File: config.mk
export PLATFORM = sky130hd
export DESIGN_NAME = pwm_deadtime_driver
export DESIGN_NICKNAME = d
export VERILOG_FILES = /design/src/rtl/pwm_deadtime_driver.sv
export SDC_FILE = /design/constraint.sdc
export NUM_CORES = 1
export LEC_CHECK = 0
export ABC_CLOCK_PERIOD_IN_PS = 2000
export CELL_PAD_IN_SITES_DETAIL_PLACEMENT = 1
export CELL_PAD_IN_SITES_GLOBAL_PLACEMENT = 1
export CORE_MARGIN = 4
export CORE_UTILIZATION = 45
export CTS_CLUSTER_SIZE = 16
export DETAILED_ROUTE_END_ITERATION = 16
export DONT_BUFFER_PORTS = 1
export PLACE_DENSITY = 0.79
export SYNTH_ARGS = -nofsm -noshare
export SYNTH_HDL_FRONTEND = slang
export SYNTH_SLANG_ARGS = --single-unit
File: constraint.sdc
create_clock -name clk -period 2 [get_ports clk]
set_clock_uncertainty 0.05 [all_clocks]
set_input_delay 0.5 -clock clk [delete_from_list [all_inputs] [get_ports clk]]
set_output_delay 0.5 -clock clk [all_outputs]
set_load 0.1 [all_outputs]
File: src/rtl/pwm_deadtime_driver.sv
// Complementary high-side/low-side gate driver with dead-time insertion and a latched fault.
// Outputs are registered and decoded from the next state, so they change on the same edge as the state.
module pwm_deadtime_driver #(
    parameter int DEAD_CYCLES = 2,
    parameter int CNT_W       = 4
) (
    input  logic clk,
    input  logic rst_n,
    input  logic enable,
    input  logic pwm_in,
    input  logic fault_in,
    input  logic fault_clr,
    output logic hs_out,
    output logic ls_out,
    output logic fault_latched
);

    typedef enum logic [2:0] {
        IDLE,
        DT_HS,
        HS_ON,
        DT_LS,
        LS_ON,
        FAULT
    } state_t;

    localparam logic [CNT_W-1:0] DEAD_LAST = CNT_W'(DEAD_CYCLES - 1);

    state_t           state;
    state_t           state_next;
    logic [CNT_W-1:0] cnt;
    logic [CNT_W-1:0] cnt_next;
    logic             pwm_q;

    always_ff @(posedge clk or negedge rst_n) begin
        if (!rst_n) begin
            state         <= IDLE;
            cnt           <= '0;
            pwm_q         <= 1'b0;
            hs_out        <= 1'b0;
            ls_out        <= 1'b0;
            fault_latched <= 1'b0;
        end else begin
            state         <= state_next;
            cnt           <= cnt_next;
            pwm_q         <= pwm_in;
            hs_out        <= (state_next == HS_ON);
            ls_out        <= (state_next == LS_ON);
            fault_latched <= (state_next == FAULT);
        end
    end

    // Fault beats enable, enable beats normal sequencing; a pwm reversal during dead time restarts the count.
    always_comb begin
        state_next = state;
        cnt_next   = cnt;
        if (fault_in) begin
            state_next = FAULT;
            cnt_next   = '0;
        end else if (state == FAULT) begin
            if (fault_clr) begin
                state_next = IDLE;
                cnt_next   = '0;
            end
        end else if (!enable) begin
            state_next = IDLE;
            cnt_next   = '0;
        end else begin
            case (state)
                IDLE: begin
                    state_next = pwm_q ? DT_HS : DT_LS;
                    cnt_next   = '0;
                end
                LS_ON: begin
                    if (pwm_q) begin
                        state_next = DT_HS;
                        cnt_next   = '0;
                    end
                end
                HS_ON: begin
                    if (!pwm_q) begin
                        state_next = DT_LS;
                        cnt_next   = '0;
                    end
                end
                DT_HS: begin
                    if (!pwm_q) begin
                        state_next = DT_LS;
                        cnt_next   = '0;
                    end else if (cnt == DEAD_LAST) begin
                        state_next = HS_ON;
                    end else begin
                        cnt_next = cnt + 1'b1;
                    end
                end
                DT_LS: begin
                    if (pwm_q) begin
                        state_next = DT_HS;
                        cnt_next   = '0;
                    end else if (cnt == DEAD_LAST) begin
                        state_next = LS_ON;
                    end else begin
                        cnt_next = cnt + 1'b1;
                    end
                end
                default: begin
                    state_next = IDLE;
                    cnt_next   = '0;
                end
            endcase
        end
    end

endmodule

== Yosys cells after proc, flatten, opt, wreduce, memory -nomap -nowiden ==
Index checks and enable logic that the tools add are counted.
Widths: inputs -> output; s select.

* $add $sub $neg: 1
* Eq/ne operators: 12
* Multiplexer cells: 22
* Reductions and logical operators: 2

{| class="wikitable"
|+ Operators with widths
! kind !! number
|-
| $mux 4 || 9
|-
| $mux 3 || 10
|-
| $pmux 4 s4 || 1
|-
| $pmux 3 s5 || 1
|-
| $eq 3x3->1 const B || 4
|-
| $ne 5x5->1 const B || 2
|-
| $eq 3x2->1 const B || 3
|-
| $add 4x1->4 const B || 1
|-
| $eq 4x1->1 const B || 1
|-
| $eq 3x1->1 const B || 1
|-
| $logic_not 3->1 || 1
|-
| $ne 3x3->1 const B || 1
|-
| $reduce_and 3->1 || 1
|-
| $mux 2 || 1
|}

* Register bits after elaboration: 11
* Bits of input ports: 6
* Logic and storage cells: 43

== Logic depth before layout (Yosys ltp) ==
Gate-level depths: netlist (run 1).

* Depth after elaboration: 8
* Gate-level depth with buffers: 6
* Mapped depth without buffers: 6

== Least setup slack after synthesis (run 1) ==
Ideal clock, no wire load.

* Path type: reg-to-output
* Start point: reg fault_latched
* End point: out fault_latched
* Arrival: 883 ps
* Required time: 1,450 ps
* Slack: 567 ps
* Cell stages (with the launch flop): 1
* Path buffers: 0
* Cells stage by stage: dfrtp_1

{| class="wikitable"
|+ RTL lines
! what !! line !! source
|-
| start, declared || 15 || <nowiki>output logic fault_latched</nowiki>
|-
| start signal, assigned || 49 || <nowiki>fault_latched <= (state_next == FAULT);</nowiki>
|}

No word-level cell between the ends.

== Worst setup path after layout (run 1) ==
* Start point: reg cnt[1]
* End point: reg hs_out

* Cells in the longest elaborated chain, start to end: 8
* Elaborated cells on any way between the ends: 10
* Those cells by class: 2 x eq/ne; 8 x mux

{| class="wikitable"
|+ RTL lines
! what !! line !! source
|-
| start, declared || 31 || <nowiki>logic [CNT_W-1:0] cnt;</nowiki>
|-
| start signal, assigned || 45 || <nowiki>cnt <= cnt_next;</nowiki>
|-
| $eq 4x1->1 * || 90, 100 ||
|-
| $mux 3 (on tied branches) || 100, 90 ||
|-
| $mux 3 (on tied branches) || 97, 87 ||
|-
| $pmux 3 s5 * || 69 || <nowiki>case (state)</nowiki>
|-
| $mux 3 * || 65 || <nowiki>end else if (!enable) begin</nowiki>
|-
| $mux 3 * || 60 || <nowiki>end else if (state == FAULT) begin</nowiki>
|-
| $mux 3 * || 57 || <nowiki>if (fault_in) begin</nowiki>
|-
| $eq 3x2->1 * || 47 || <nowiki>hs_out <= (state_next == HS_ON);</nowiki>
|-
| end signal, assigned || 47 ||
|-
| end, declared || 13 || <nowiki>output logic hs_out,</nowiki>
|}

Every way passes the cells marked *; elsewhere a longest branch is shown, timed or not.
A chain may end at the register's enable or synchronous reset.

==> results summary, run 1 <==
The largest net degree at the start of global routing is 12. The total placed cells including tap cells is 80. The wire length per cell is between 15 and 20 um. The net switching power of the design is roughly 140 uW. The synthesis-stage register bit count is 11.

TritonCTS built the clock tree. At the end of routability-driven placement, the weighted congestion stood at 0.762. Leaving out fill and tap cells, the most frequent cell in the layout is sky130_fd_sc_hd__dfrtp_1. The number of different library cells used by synthesis comes to 32. In this run, CTS created clock tree buffers numbering 3. Fill cells in the final layout number between 150 and 200. The post-synth net total came out at 73. For this run, the register share of the synthesized area comes to between 40% and 50%. The final antenna diode count is 0. The required time of the critical path is 2.16 ns. The number of I/O port buffers is 0. The floorplan core area is between 0.001 and 0.0015 mm2. The synthesis warning total came out at 0. The estimated wirelength of the detail-placed design is 1.05 mm. The number of standard cells in the layout, taps in and fillers out came out at 85. In this run the number of H-tree levels came out at 1.

The detailed router's first-iteration violation count is 4. The relative contribution of sequential cells to total power is a little over half. The die covers between 0.002 and 0.0025 mm2. For this block, the routed nets add up to around 1.3 mm of wire. STA classifies the critical path startpoint as a flop.

The combined flip-flop and latch cell area came out at roughly 280 um2. The share of final-layout standard cells stronger than drive strength 1 is between 10% and 20%. Leaving out fill and tap cells, the most frequent cells in the layout are sky130_fd_sc_hd__dfrtp_1 (11), sky130_fd_sc_hd__nor2_1 (7), sky130_fd_sc_hd__nand2_1 (5). The hold violation count in the final report is 0. CTS saw 11 sinks. The count of standard-cell rows came out at 13. The highest ir drop seen on vdd is between 0.0004 and 0.0005 V. The maximum clock frequency is ~610 MHz.

By startpoint and endpoint, the worst setup path is classified as flop to flop. The overall track demand over capacity in global routing is around 16%. The summed negative setup slack over all endpoints is 0 ns. The number of nets at the end of the flow is 79. The clock network is responsible for between 30% and 40% of the overall power. The number of global-route vias before repair was approximately 500. The final count of pins violating max slew came out at 0. The time the final worst path needs with I/O delays and setup came out at approximately 1.6 ns. The wire length of the first global-routing pass came out at ~2.4 mm. The peak per-stage delay on the critical path came out at 0.43 ns. The cell area power density came out at 649 mW/mm2. The tree is rooted in a sky130_fd_sc_hd__clkbuf_4. Measured along the y axis, the die boundary spans 46.3 um. The count of nets left with antenna violations once routing finished came out at 0. The transition time at the pin with the least slew margin is roughly 0.48 ns.

The tightest min-delay check is of the input port to flop type. The clock latency of the later-clocked register in the worst-skew pair came out at roughly 0.27 ns. The critical path goes through inv_1 > ha_1 > nor3b_4 > nand2_1 > a21oi_1 > o211a_1. The worst setup path is captured at a flop.

Net switching is slightly below 30% of the power. The maximum clock path buffer count came out at 2. Setup violations remaining at the end of the flow were counted as 0. The number of antenna violations at the first check in global routing is 0. The async set or reset register ratio after synthesis came out at 100%. From synthesis to final layout, the design area changed by 8.35%. After detailed routing, the number of remaining DRC violations is 0. The post-synthesis average cell area came out at around 10 um2. The data arrival time of the critical path came out at around 1.8 ns. For this design, the slowest cell found on the critical path is sky130_fd_sc_hd__dfrtp_1.

Summed over all layers, the global routing overflow is 0. The final critical path takes up 81.7% of the cycle. Setup repair after global routing left no endpoint under its margin.

The overall die width is ~46 um. Synthesis produced a netlist whose cell count is between 60 and 70. The detailed router placed about 500 vias in this run. The leakage component of the power came out at about 0.00035 uW.

The effective utilization at floorplan is between 40 and 50%. The combined area of the multi-input logic cells came out at about 350 um2. The count of maximum capacitance violations is 0. The number of optimization iterations in the first detailed-route pass is 2. The worst-path maximum fanout came out at 9.

Measured against its own limit, the worst slew margin works out to around two thirds. In this run, the combinational gates consume between 10% and 20% of the power. The number of top-level pins is 9. After clock tree synthesis, the clock-pin slew on the worst setup and hold paths is ~0.070 ns. The cell area that synthesis handed to floorplanning was approximately 660 um2. Among all flip-flop cells after synthesis, the most frequent one is sky130_fd_sc_hd__dfrtp_1. The flow ran to the end, and the final reports show no timing, DRC or antenna violations. The internal power of the cells totals approximately 330 uW.

The number of synthesized flops with an enable pin came out at 0. The number of vias per cell after detailed routing came out at roughly 5.8.
==> cell type report <==
| class | count | share of cell area, % |
|---|---|---|
| clock buffers | 3 | 3.15 |
| clock inverters | 1 | 0.701 |
| inverters | 4 | 2.10 |
| multi-input cells | 47 | 48.3 |
| flip-flops and latches | 11 | 38.5 |
| well taps | 15 | 2.63 |
| repair buffers | 4 | 4.55 |
==> routing by layer <==
metal	share of wire [%]	GRT usage, %	vias to the layer above
met5	0	0	-
met4	1.0	5.11	0
met3	6.3	8.20	4
met2	49	26.1	9
met1	44	18.9	243
li1	-	-	241
==> worst max-delay path: cells and delay by family (launching register included) <==
kind / cells / cell delay, ns
simple gates: 2 / 0.48
fa+ha+maj: 1 / 0.15
buf+inv: 1 / 0.08
compound gates: 2 / 0.38
flops: 1 / 0.43
==> sequential cells by signal, summed over array words and instances (netlist names) <==
name / count
cnt: 4
hs_out: 1
fault_latched: 1
state: 3
ls_out: 1
pwm_q: 1
==> synthesized netlist by cell type, drive strengths merged, types with 2 or more instances <==
cell type | count | share of area [%]
nand2b | 2 | 1.9
dfrtp | 11 | 42
nor2 | 7 | 4.0
inv | 4 | 2.3
nor3b | 4 | 7.0
nand3 | 3 | 3.0
a211o | 4 | 5.3
buf | 3 | 3.6
nor3 | 3 | 2.3
o21ai | 2 | 1.5
a21oi | 2 | 1.5
nand2 | 5 | 2.8
ha | 2 | 3.8
==> metrics by stage <==
stage / cell area [um2] / total power, uW / setup WS [ns] / hold WS (ns) / utilization [%]
3_3_place_gp: 677 / 313 / 0.436 / 0.155 / 50.8
5_1_grt: 714 / 498 / 0.257 / 0.175 / 53.6
3_5_place_dp: 677 / 316 / 0.375 / 0.155 / 50.8
4_1_cts: 714 / 470 / 0.365 / 0.198 / 53.6
6_report: 714 / 464 / 0.366 / 0.206 / 53.6
2_1_floorplan: 659 / 304 / 0.567 / 0.154 / -
==> power groups by stage <==
stage,Clock (uW),Combinational (uW),Sequential [uW]
floorplan,0,44.6,260
global placement,0,63.1,250
detailed placement,0,64.8,251
CTS,152,70.7,247
global route,172,76.2,250
finish,147,70.0,247
==> final timing paths <==
kind                         from     end  slack, ns  depth (start not counted)
setup reg to reg           cnt[1]  hs_out       0.37                          6
min in group asynchronous   rst_n  hs_out       0.57                          1
hold reg to reg            cnt[1]  cnt[1]       0.55                          1
setup / recovery           cnt[1]  hs_out       0.37                          6
max in group asynchronous   rst_n   pwm_q       1.01                          1
hold / removal             pwm_in   pwm_q       0.21                          0
==> timing repair <==
action,4_1_cts,5_1_grt
setup buffers,0,0
endpoints found under the hold margin,11,0
endpoints found under the setup margin,0,0
hold buffers,1,0
resized for setup,0,0
==> cell families (layout without fill, tap and decap cells) <==
family / Yosys count / in the layout / share of synthesized area (%)
flops: 11 / 11 / 41.7
xor+xnor: 1 / 1 / 1.33
buf+inv: 7 / 12 / 5.88
simple gates: 31 / 31 / 31.3
compound gates: 12 / 12 / 14.4
mux: 1 / 1 / 1.52
fa+ha+maj: 2 / 2 / 3.79
Note: power is estimated with default switching activity, not from simulation.
==> run 2, diff against run 1 <==
--- a/config.mk
+++ b/config.mk
@@ -5,7 +5,7 @@
 export SDC_FILE = /design/constraint.sdc
 export NUM_CORES = 1
 export LEC_CHECK = 0
-export ABC_CLOCK_PERIOD_IN_PS = 2000
+export ABC_CLOCK_PERIOD_IN_PS = 1600
 export CELL_PAD_IN_SITES_DETAIL_PLACEMENT = 1
 export CELL_PAD_IN_SITES_GLOBAL_PLACEMENT = 1
 export CORE_MARGIN = 4
==> constraint.sdc (replaced) <==
create_clock -name clk -period 1.6 [get_ports clk]
set_clock_uncertainty 0.05 [all_clocks]
set_input_delay 0.4 -clock clk [delete_from_list [all_inputs] [get_ports clk]]
set_output_delay 0.4 -clock clk [all_outputs]
set_load 0.1 [all_outputs]
==> results summary, run 2 (synthesis gave the netlist of run 1 again) <==
The cell area power density came out at 746 mW/mm2. The synthesis-to-finish area growth is 27.5%. The die area is between 0.002 and 0.0025 mm2. The wire length of the first global-routing pass is 2.75 mm. The endpoint identified for the worst register-to-register timing path is cnt[1].

The transition time at the pin with the least slew margin came out at around 0.51 ns. The final count of pins violating max slew was 0. The die outline height came out at about 46 um.

The floorplan core area came out at ~0.0013 mm2. In this run the number of H-tree levels came out at 1. The count of standard-cell rows came out at 13. The worst path needs around 1.5 ns of the cycle, external delays included. The sum of overflow across all layers after global routing came out at 0. The estimated wirelength of the detail-placed design is 1.18 mm. STA classifies the critical path startpoint as a flop. The number of optimization iterations in the first detailed-route pass came out at 4.

The effective utilization at floorplan is approximately half. The number of buffers inserted during clock tree synthesis is 3. The number of antenna diodes in the final layout is 0.

The register with the most flip-flops in the layout has 4 of them. The count of maximum capacitance violations came out at 0. The number of antenna violations at the first check in global routing came to 0.

The most common cell after layout, fill and taps aside is sky130_fd_sc_hd__buf_4. The leakage component of the power came out at 0.000406 uW. Setup slack on the worst reg-to-reg path comes out at roughly 0.053 ns. The setup path with the least slack is of type flop to flop. The final cycle utilization of the critical path came out at a little over nine tenths. Across the VDD grid, the largest voltage drop is 0.000523 V. The path category of the worst min-delay check is input port to flop. The first element of the critical path is state[2].

The count of antenna-violating nets left after detailed routing is 0. Data arrives at the worst endpoint at 1.65 ns. The summed negative setup slack over all endpoints is 0 ns. The overall die width came out at ~46 um. The number of top-level pins is 9.

The final layout contains just under 90 nets. The overall track demand over capacity in global routing is a little under a fifth. Static timing analysis puts the maximum clock frequency at about 650 MHz. The master cell of the clock root buffer is sky130_fd_sc_hd__clkbuf_4. The clock drives 11 sinks. The largest net degree at the start of global routing is 12. The required time of the critical path came out at approximately 1.7 ns.

The cell depth of the worst flop-to-flop path came out at 5. The TritonCTS clock tree is done. The flow ran to the end, and the final reports show no timing, DRC or antenna violations. The total number of vias is 551. The detailed-route DRC error count is 0. The end point of the critical path is cnt[1].

The number of vias per cell after detailed routing is ~5.8. The detailed router's first-iteration violation count is 4. The total wire length after detailed routing is 1.69 mm. Leaving out fill and tap cells, the most frequent cells in the layout are sky130_fd_sc_hd__buf_4 (12), sky130_fd_sc_hd__dfrtp_1 (10), sky130_fd_sc_hd__nor2_1 (7).

The worst max-slew margin expressed relative to the limit is 66.0%. Setup repair after global routing left no endpoint under its margin. Port buffering added 0 buffers. The largest registers in the layout are cnt (4), state (3). The clock edge transition at the registers on the reported setup and hold paths came out at around 0.08 ns. The hold violation count in the final report came out at 0. The clock latency of the later-clocked register in the worst-skew pair came out at about 0.28 ns. The clock passes through at most 2 buffers. The worst setup path is captured at a flop.

The count of final setup violators came out at 0. The number of global-route vias before repair is 596. In this run the critical register-to-register path is launched from state[2].

Counting flops per register, the top entry is cnt. The worst-path maximum fanout came out at 7. Routability-driven placement finished with a final weighted congestion of approximately 0.78.

Power comes to 627 uW. In the final routed layout, each cell accounts on average for between 15 and 20 um. Of the cells placed in the final design, the portion with a size suffix greater than 1 is 32.5%. The core utilization of the finished layout is between 60% and 70%.
## run 2: layout make-up
class / count / area, um2
Fill cell: 142 / 493
Multi-Input combinational cell: 47 / 384
Sequential cell: 11 / 277
Timing Repair Buffer: 14 / 120
Clock buffer: 4 / 26.3
Tap cell: 15 / 18.8
Inverter: 4 / 15.0
## run 2: timing repair
action	in CTS	in global routing
hold buffers	1	0
resized for setup	0	7
pin swaps	0	1
buffers inserted	1	3
endpoints found under the hold margin	11	0
endpoints found under the setup margin	1	2
## run 2: worst min path at each step
stage,slack (ns),endpoint,from,cells after the start
after global placement,0.05,state[1],rst_n,0
after detailed placement,0.05,hs_out,rst_n,0
after global routing,0.08,pwm_q,pwm_in,0
after CTS,0.09,pwm_q,pwm_in,0
final,0.09,pwm_q,pwm_in,0
after floorplan,0.05,cnt[0],rst_n,0
## run 2: power by group
part | internal, uW | leakage [uW] | switching [uW] | total [uW]
Clock | 96.8 | 0.0000150 | 103 | 200
Sequential | 289 | 0.000140 | 10.8 | 300
Combinational | 47.1 | 0.000251 | 79.7 | 127
## run 2: through the flow
step | worst slack [ns] | area, um2 | hold WS (ns) | cells
6_report | 0.0532 | 841 | 0.0904 | 95
4_1_cts | 0.0901 | 778 | 0.0865 | 92
5_1_grt | 0.0146 | 841 | 0.0785 | 95
3_3_place_gp | 0.100 | 722 | 0.0547 | 86
3_5_place_dp | 0.00234 | 722 | 0.0547 | 86
2_1_floorplan | 0.200 | 659 | 0.0544 | 65
## run 2: routing by layer
| layer | vias up | wire (um) | global-route usage (%) |
|---|---|---|---|
| met5 | - | 0 | 0 |
| met4 | 0 | 37 | 10.2 |
| met3 | 5 | 53 | 3.91 |
| met2 | 12 | 816 | 29.9 |
| met1 | 272 | 782 | 23.9 |
| li1 | 262 | - | - |
## run 2: worst max-delay path, cell delays in order (launching register included)
cell	delay [ns]
sky130_fd_sc_hd__dfrtp_1	0.49
sky130_fd_sc_hd__and3b_1	0.22
sky130_fd_sc_hd__a21oi_1	0.15
sky130_fd_sc_hd__o41ai_2	0.08
sky130_fd_sc_hd__buf_4	0.15
sky130_fd_sc_hd__a211o_1	0.29
